[config.mk]
export PLATFORM = sky130hd
export DESIGN_NAME = fifo_big2small
export DESIGN_NICKNAME = d
export VERILOG_FILES = /design/src/rtl/fifo_pkg.sv /design/src/rtl/fifo_big2small_sdp_ram.sv /design/src/rtl/fifo_big2small.sv
export SDC_FILE = /design/constraint.sdc
export NUM_CORES = 1
export LEC_CHECK = 0
export BUFFER_PORTS_ARGS = -buffer_cell sky130_fd_sc_hd__buf_2
export CELL_PAD_IN_SITES_DETAIL_PLACEMENT = 1
export CELL_PAD_IN_SITES_GLOBAL_PLACEMENT = 1
export CORE_MARGIN = 1
export CORE_UTILIZATION = 56
export DETAILED_ROUTE_END_ITERATION = 16
export GPL_TIMING_DRIVEN = 0
export PLACE_DENSITY_LB_ADDON = 0.15
export SLEW_MARGIN = 30
export SYNTH_ARGS = -nofsm -noshare
export SYNTH_HDL_FRONTEND = slang
export SYNTH_HIERARCHICAL = 1
export SYNTH_SLANG_ARGS = --single-unit
[constraint.sdc]
create_clock -name clk -period 4.32 [get_ports clk]
set_input_delay 0.216 -clock clk [delete_from_list [all_inputs] [get_ports clk]]
set_output_delay 0.216 -clock clk [all_outputs]
set_load 0.005 [all_outputs]
[src/rtl/fifo_pkg.sv]
// Shared widths for the 16-bit-in / 4-bit-out FIFO.
package fifo_pkg;

    localparam int DIN_W  = 16;
    localparam int DOUT_W = 4;
    localparam int RATIO  = DIN_W / DOUT_W;
    localparam int NIB_W  = $clog2(RATIO);

    // Pick nibble idx out of a stored word, LSB nibble first.
    function automatic logic [DOUT_W-1:0] nib_sel(input logic [DIN_W-1:0] word,
                                                 input logic [NIB_W-1:0] idx);
        return word[idx*DOUT_W +: DOUT_W];
    endfunction

endpackage

[src/rtl/fifo_big2small_sdp_ram.sv]
// Simple dual-port storage: sync write, sync read with a resettable read register.
module sdp_ram
    import fifo_pkg::*;
#(
    parameter int DEPTH = 8,
    parameter int AW    = $clog2(DEPTH)
) (
    input  logic             clk,
    input  logic             rst,
    input  logic             we,
    input  logic [AW-1:0]    waddr,
    input  logic [DIN_W-1:0] wdata,
    input  logic             re,
    input  logic [AW-1:0]    raddr,
    output logic [DIN_W-1:0] rdata
);

    logic [DIN_W-1:0] mem [DEPTH];
    logic [DIN_W-1:0] rdata_q;

    // Array write; contents deliberately survive reset.
    always_ff @(posedge clk) begin
        if (we) mem[waddr] <= wdata;
    end

    // Read register only loads on an accepted read, so the output holds otherwise.
    always_ff @(posedge clk) begin
        if (rst)     rdata_q <= '0;
        else if (re) rdata_q <= mem[raddr];
    end

    assign rdata = rdata_q;

endmodule

[src/rtl/fifo_big2small.sv]
// Word-wide write, nibble-wide read FIFO. A word slot frees after its 4th nibble.
module fifo_big2small
    import fifo_pkg::*;
#(
    parameter int DEPTH        = 8,
    parameter int PROG_FULL_TH = 6
) (
    input  logic              clk,
    input  logic              rst,
    input  logic [DIN_W-1:0]  din,
    input  logic              din_en,
    output logic              full,
    output logic              prog_full,
    input  logic              dout_req,
    output logic [DOUT_W-1:0] dout,
    output logic              dout_en,
    output logic              empty
);

    localparam int AW = $clog2(DEPTH);

    logic [AW-1:0]    wr_ptr_q, wr_ptr_d;
    logic [AW-1:0]    rd_ptr_q, rd_ptr_d;
    logic [AW:0]      cnt_q, cnt_d;
    logic [NIB_W-1:0] nib_q, nib_d;
    logic [NIB_W-1:0] sel_q;
    logic             dout_en_q;
    logic             wr_acc, rd_acc, free;
    logic [DIN_W-1:0] rdata;

    // Flags decode straight from the registered count.
    assign full      = (cnt_q == (AW+1)'(DEPTH));
    assign prog_full = (cnt_q >= (AW+1)'(PROG_FULL_TH));
    assign empty     = (cnt_q == '0);

    assign wr_acc = din_en & ~full;
    assign rd_acc = dout_req & ~empty;
    assign free   = rd_acc & (nib_q == NIB_W'(RATIO-1));

    // Next-state for pointers, nibble index and word count.
    always_comb begin
        wr_ptr_d = wr_ptr_q;
        rd_ptr_d = rd_ptr_q;
        nib_d    = nib_q;
        cnt_d    = cnt_q;
        if (wr_acc) wr_ptr_d = wr_ptr_q + 1'b1;
        if (rd_acc) nib_d    = nib_q + 1'b1;
        if (free)   rd_ptr_d = rd_ptr_q + 1'b1;
        case ({wr_acc, free})
            2'b10:   cnt_d = cnt_q + 1'b1;
            2'b01:   cnt_d = cnt_q - 1'b1;
            default: cnt_d = cnt_q;
        endcase
    end

    // State and output-select registers; sel_q pairs with the RAM read register.
    always_ff @(posedge clk) begin
        if (rst) begin
            wr_ptr_q  <= '0;
            rd_ptr_q  <= '0;
            nib_q     <= '0;
            cnt_q     <= '0;
            sel_q     <= '0;
            dout_en_q <= 1'b0;
        end else begin
            wr_ptr_q  <= wr_ptr_d;
            rd_ptr_q  <= rd_ptr_d;
            nib_q     <= nib_d;
            cnt_q     <= cnt_d;
            dout_en_q <= rd_acc;
            if (rd_acc) sel_q <= nib_q;
        end
    end

    sdp_ram #(.DEPTH(DEPTH), .AW(AW)) u_ram (
        .clk   (clk),
        .rst   (rst),
        .we    (wr_acc),
        .waddr (wr_ptr_q),
        .wdata (din),
        .re    (rd_acc),
        .raddr (rd_ptr_q),
        .rdata (rdata)
    );

    // Both sources are registers that only move on a read, so dout holds between reads.
    assign dout    = nib_sel(rdata, sel_q);
    assign dout_en = dout_en_q;

endmodule

==> results of run 1 <==
[state kept, by name, indices dropped and copies added, names as in the netlist]
register / flops
cnt_q: 4
dout_en: 1
nib_q: 2
rd_ptr_q: 3
sel_q: 2
u_ram/mem: 128
u_ram/rdata: 16
wr_ptr_q: 3
[metal layers]
layer / global-route usage, % / up-vias
li1: - / 1630
met5: 0 / -
met4: 10.0 / 0
met1: 32.4 / 1833
met2: 46.0 / 111
met3: 6.16 / 11
[final timing paths]
| kind | startpoint | endpoint | slack, ns | cells after the start |
|---|---|---|---|---|
| worst min register to register | nib_q[1] | nib_q[1] | 0.49 | 2 |
| worst max-delay path | cnt_q[0] | cnt_q[3] | 1.65 | 11 |
| worst max register to register | cnt_q[0] | cnt_q[3] | 1.65 | 11 |
| worst min-delay path | din[1] | u_ram/mem[4][1] | 0.05 | 1 |
[cells in the final DEF, fill, tap and decap left out, drive strengths merged, types with 6 or more instances in the layout]
| cell | n |
|---|---|
| edfxtp | 128 |
| buf | 41 |
| nor2 | 34 |
| mux2i | 32 |
| mux2 | 32 |
| dfxtp | 31 |
| clkbuf | 30 |
| a211oi | 16 |
| o22ai | 13 |
| a221o | 13 |
| nand2 | 13 |
| a21oi | 10 |
| inv | 10 |
| clkinv | 9 |
| xor2 | 6 |
| ha | 6 |
[metrics by stage]
stage | setup WS, ns | utilization (%) | hold WS (ns) | cell area [sq um]
after global placement | 0.802 | 61.1 | 0.462 | 6710
after floorplan | 1.85 | - | 0.285 | 6400
after detailed placement | 1.67 | 62.0 | 0.482 | 6810
after global routing | 1.44 | 67.2 | 0.0533 | 7380
final | 1.65 | 67.2 | 0.0543 | 7380
after CTS | 1.60 | 67.2 | 0.0357 | 7380
[cell families (layout without fill, tap and decap cells)]
logic type               Yosys count  in the layout  synth area share (%)
AO/OA/AOI/OAI                     60             60                  7.58
flip-flops                       159            159                  69.7
multiplexers                      68             68                  12.0
XOR/XNOR                           7              7                 0.958
adder cells (fa/ha/maj)            7              7                  1.49
AND/OR/NAND/NOR                   64             64                  4.94
buffers and inverters             28             92                  3.26
[where the power goes]
group | leakage [nW] | internal, mW | switching, mW
sequential | 1.42 | 1.71 | 0.0260
clock | 0.281 | 0.848 | 0.577
combinational | 0.769 | 0.0630 | 0.108
[area by class of cell]
type | count | area share (%)
sequential | 159 | 60.5
multi-input combinational | 206 | 24.1
clock buffer | 18 | 5.82
timing repair buffer | 32 | 2.44
buffer | 21 | 2.41
tap | 140 | 2.37
clock inverter | 14 | 1.88
inverter | 7 | 0.424
[worst max-delay path: stages, from the launching register on]
cell and delay [ns]:
dfxtp_1 0.38, nor4_2 0.33, nand2b_4 0.24, inv_6 0.07, nand2_4 0.08, inv_1 0.04
ha_1 0.21, ha_1 0.34, a21oi_1 0.20, a21oi_1 0.11, or4_1 0.46, a21oi_1 0.14
==> metrics.txt, run 1 <==
die height=109 microns; root buffer cell=clkbuf_16; most frequent cells after synthesis=edfxtp_1 (128), nor2_1 (34), mux2_2 (32), mux2i_1 (32), dfxtp_1 (31); final setup fails=0; Sink Count=159; multi-input logic area=1780 sq um; Layout fillers=979; most common cell in the synthesized netlist=edfxtp_1; H-tree depth=4; clk_lat worst skew=0.43 ns; Slew Limit Headroom=53.9%; Crit path required time=4.67 ns; Tot Pwr=3.33 mW; minimum clock period=2.67 ns; fin crit share=61.9%; unrepaired setup endpoints after global routing=false; max layer used=met4; routed length per placed instance=23.9 microns; synthesis-stage register bit count=159; outcome=complete, no violations; Die ar.=11,900 sq um; pin count of the biggest net entering global routing=17; antenna violations before repair=0; Async SR Flop Fraction=0%; dominant register cell in the synthesized netlist=edfxtp_1; top post-synthesis cells by area=edfxtp_1 (60%), dfxtp_1 (9.7%), mux2_2 (5.6%), mux2i_1 (5.0%), a221o_1 (2.0%); Seq/Total Area, Yosys=69.7%; CP arrival=3.02 ns; global-route congestion overflow total=0; crit path launch type=flip-flop; final setup TNS=0 ns; # port buffers=27; via count=3,585; Yosys top cell by area=edfxtp_1; Register Area=4460 sq um; Routed Antenna Nets=0; n_diodes=0; final wirelength=14,300 microns; Die X=109 microns; GPL Wtd Cong=0.731; Post-Syn Nets=420; Crit. End Element=flip-flop; Yosys cell types=39; Max VDD drop=0.000374 V; CTS tree=built; I/O Pins=28; Slew @ Worst Pin=0.691 ns; pwr dens=451 nW/um^2; setup bufs post-CTS=0; initial core utilization=58.3%; clock slew at reported path FFs=0.06 ns; Max Slew Vio Count=0; CTS Buffer Depth=2; cts hold-fix bufs=0; final hold vios=0; clock buffer count from CTS=17; HP Class=input pin to flip-flop; initial detailed-routing violation count=198; First-pass DRT Iterations=4; GRT Util Overall=26.6%; P_leak=2.47 nW; vias per inst=6.01; Layout area overhead=15.2%; vias in the first global route=3,804; Post-Layout Cell Count=597; post_cts resized=0; critical path class=flip-flop to flip-flop; Post-Syn Instances=393; met3 wire len=868 microns; Core ar.=11,000 sq um; Final Skew=0.0170 ns; max cap viols=0; share of layout cells above drive strength 1=28.0%; Yosys warnings=6; HPWL Detailed=9110 microns; first-pass GRT wire length=21,600 microns; crit-path max FO=12; FP Rows=38; met2 WL post-DR=7600 microns; Synth Cell Area=6400 sq um; dpl cells=565; mean area per synthesized cell=16.3 sq um; metal1 wirelength=5700 microns; Final #Nets=471; Synth top area share=60.0%; Post-synth EDFFs=128; f_max=374 MHz; detailed-route DRC error count=0
No activity file was read; power rests on OpenSTA's default activity.
==> run 2: changes to the inputs <==
ABC_AREA = 1   (was unset)
CORE_UTILIZATION = 44   (was 56)
clock period = 2.2 ns   (was 4.32 ns; I/O delays follow)
==> run 2 against run 1 <==
  * Count of clock-buffer cells in the layout increased by 1
  * Combinational power increased to 3.6 times the previous value
  * Cell count increased by 69%
  * Utilization down 14 points
  * Clock skew decreased by 0.011 ns
  * Maximum frequency up 30%
  * Register-to-register slack worse by 1.5 ns
  * Flip-flop and latch count stayed put
  * Critical path type unchanged
  * Highest routed layer unchanged
==> metrics.txt, run 2 <==
outcome=complete, no violations; final hold vios=0; Post-Layout Cell Count=1,007; P_leak=3.60 nW; Crit. End Element=flip-flop; First-pass DRT Iterations=5; clock buffer count from CTS=17; Yosys warnings=6; Top reg by flops=u_ram/mem; I/O Pins=28; vias in the first global route=5,446; largest family of logic cells by synthesized area=simple AND/OR/NAND/NOR gates; Final #Nets=811; crit path launch type=flip-flop; Worst path slowest cell=nor2_4; Synth Area in Adders=1.35%; pin count of the biggest net entering global routing=17; GPL Wtd Cong=0.772; FP Rows=45; f_max=487 MHz; synthesis-stage register bit count=159; crit-path max FO=16; initial detailed-routing violation count=296; post-layout util=53.6%; max cap viols=0; Post-synth EDFFs=128; dpl cells=958; vias per inst=5.11; CP arrival=2.10 ns; final setup fails=0; Final Skew=0.00644 ns; Crit path max-delay family=simple AND/OR/NAND/NOR gates; Layout area overhead=17.3%; pwr dens=844 nW/um^2; # port buffers=27; most common cell in the synthesized netlist=nand2_1; Largest register FFs=128; Die ar.=16,500 sq um; Crit path required time=2.25 ns; HPWL Detailed=12,000 microns; share of layout cells above drive strength 1=14.8%; critical path class=flip-flop to flip-flop; commonest non-fill, non-tap cell in the layout=nand2_1; most frequent cells in the layout=nand2_1 (169), inv_1 (150), edfxtp_1 (128); via count=5,143; top post-synthesis cells by area=edfxtp_1 (55%), nand2_1 (9.0%), dfxtp_1 (8.8%), inv_1 (8.0%), nand3_1 (7.1%); die height=129 microns; Slew @ Worst Pin=0.726 ns; unrepaired setup endpoints after global routing=false; fin crit share=93.3%; H-tree depth=4; multiplexer share of the synthesized area=0%; most frequent cells after synthesis=nand2_1 (169), inv_1 (150), edfxtp_1 (128), nand3_1 (100), dfxtp_1 (31); CTS tree=built; Synth Cell Area=7050 sq um; Sink Count=159; initial core utilization=45.7%; Max VDD drop=0.000571 V; r2r startpoint=cnt_q[1]; Synth top area share=54.5%; CP cell instances=nor2_4, nand3_2, nand2_4, inv_2, nand2_1, nor2_4; Yosys cell types=26; CTS Buffer Depth=2; mean area per synthesized cell=9.79 sq um; HP Class=input pin to flip-flop; Post-Syn Instances=720; n_diodes=0; Post-Synth XOR/XNOR Area=0.249%; Core ar.=15,400 sq um; Critical Path Source=cnt_q[1]; antenna violations before repair=0; final wirelength=18,700 microns; Async SR Flop Fraction=0%; root buffer cell=clkbuf_16; detailed-route DRC error count=0; CP bufs+invs=1; global-route congestion overflow total=0; clk_lat worst skew=0.42 ns; post-synthesis simple-gate area fraction=18.6%; Slew Limit Headroom=51.5%; worst hold path startpoint=dout_req; Routed Antenna Nets=0; Seq/Total Area, Yosys=63.3%; critical path's largest stage delay=0.66 ns; minimum clock period=2.05 ns; routed length per placed instance=18.6 microns; Post-Syn Nets=747; CP dominant cell by count=nor2_4; dominant register cell in the synthesized netlist=edfxtp_1; first-pass GRT wire length=29,200 microns; GRT Util Overall=24.7%; Yosys top cell by area=edfxtp_1; Die X=129 microns; clock slew at reported path FFs=0.06 ns; Synth Area in Compound Gates=5.38%; Max Slew Vio Count=0
run 2: changes by cell type in the layout (fill, tap and decap cells not counted), moves of 10 or more:
cell	previous run	this run
o21ai_0	0	30
a21oi_2	0	17
mux2i_1	32	0
nand3_1	4	100
a221o_1	13	0
nor2_1	28	18
buf_2	28	42
inv_1	6	150
nand2_1	11	169
mux2_2	32	0
dlygate4sd3_1	0	18
run 2: per-layer routing:
metal / track usage (%) / wire [microns]
met4: 9.90 / 373
met5: 0 / 0
met1: 30.0 / 7980
met2: 43.0 / 9550
met3: 5.28 / 834
run 2: final cells by class:
type,count,area [sq um]
Buffer,29,191
Clock buffer,19,433
Clock inverter,12,144
Fill cell,1765,7160
Inverter,157,589
Multi-Input combinational cell,375,1860
Sequential cell,159,4460
Tap cell,211,264
Timing Repair Buffer,45,315
run 2: final timing paths:
| kind | slack [ns] | depth (start not counted) | endpoint |
|---|---|---|---|
| hold reg to reg | 0.51 | 2 | sel_q[0] |
| hold / removal | 0.02 | 3 | rd_ptr_q[2] |
| setup reg to reg | 0.15 | 6 | u_ram/mem[4][11] |
| setup / recovery | 0.15 | 6 | u_ram/mem[4][11] |
run 2: power by group:
part	internal (mW)	switching (mW)	leakage, nW	total, mW
sequential	3.39	0.0633	1.42	3.45
clock	1.76	1.14	0.272	2.90
combinational	0.208	0.413	1.91	0.621
run 2: logic make-up (layout without fill, tap and decap cells):
group,after synthesis,count (layout)
AOI/OAI and AO/OA,62,62
xor gates and xnor gates,2,2
adders and majority gates,7,7
buffers and inverters,186,262
DFF,159,159
and+or+nand+nor,304,304
run 2: repair_timing:
action,CTS,global route
resized for setup,0,0
endpoints found under the hold margin,133,0
hold buffers,18,0
buffers inserted,0,0
run 2: per-stage QoR:
step	hold slack [ns]	worst slack (ns)	power (mW)	instance area, sq um	setup TNS (ns)
2_1_floorplan	0.209	0.334	3.86	7050	0
3_3_place_gp	0.374	-0.504	4.06	7450	-59.13
3_5_place_dp	0.390	0.190	4.11	7510	0
4_1_cts	0.00619	0.165	7.03	8260	0
5_1_grt	0.0247	0.0481	7.21	8260	0
6_report	0.0215	0.147	6.98	8260	0
run 2: worst reg2reg max path, cell delays in order, from the launching register on:
cell and delay, ns:
dfxtp_1 0.44, nor2_4 0.07, nand3_2 0.10, nand2_4 0.07
inv_2 0.09, nand2_1 0.24, nor2_4 0.66
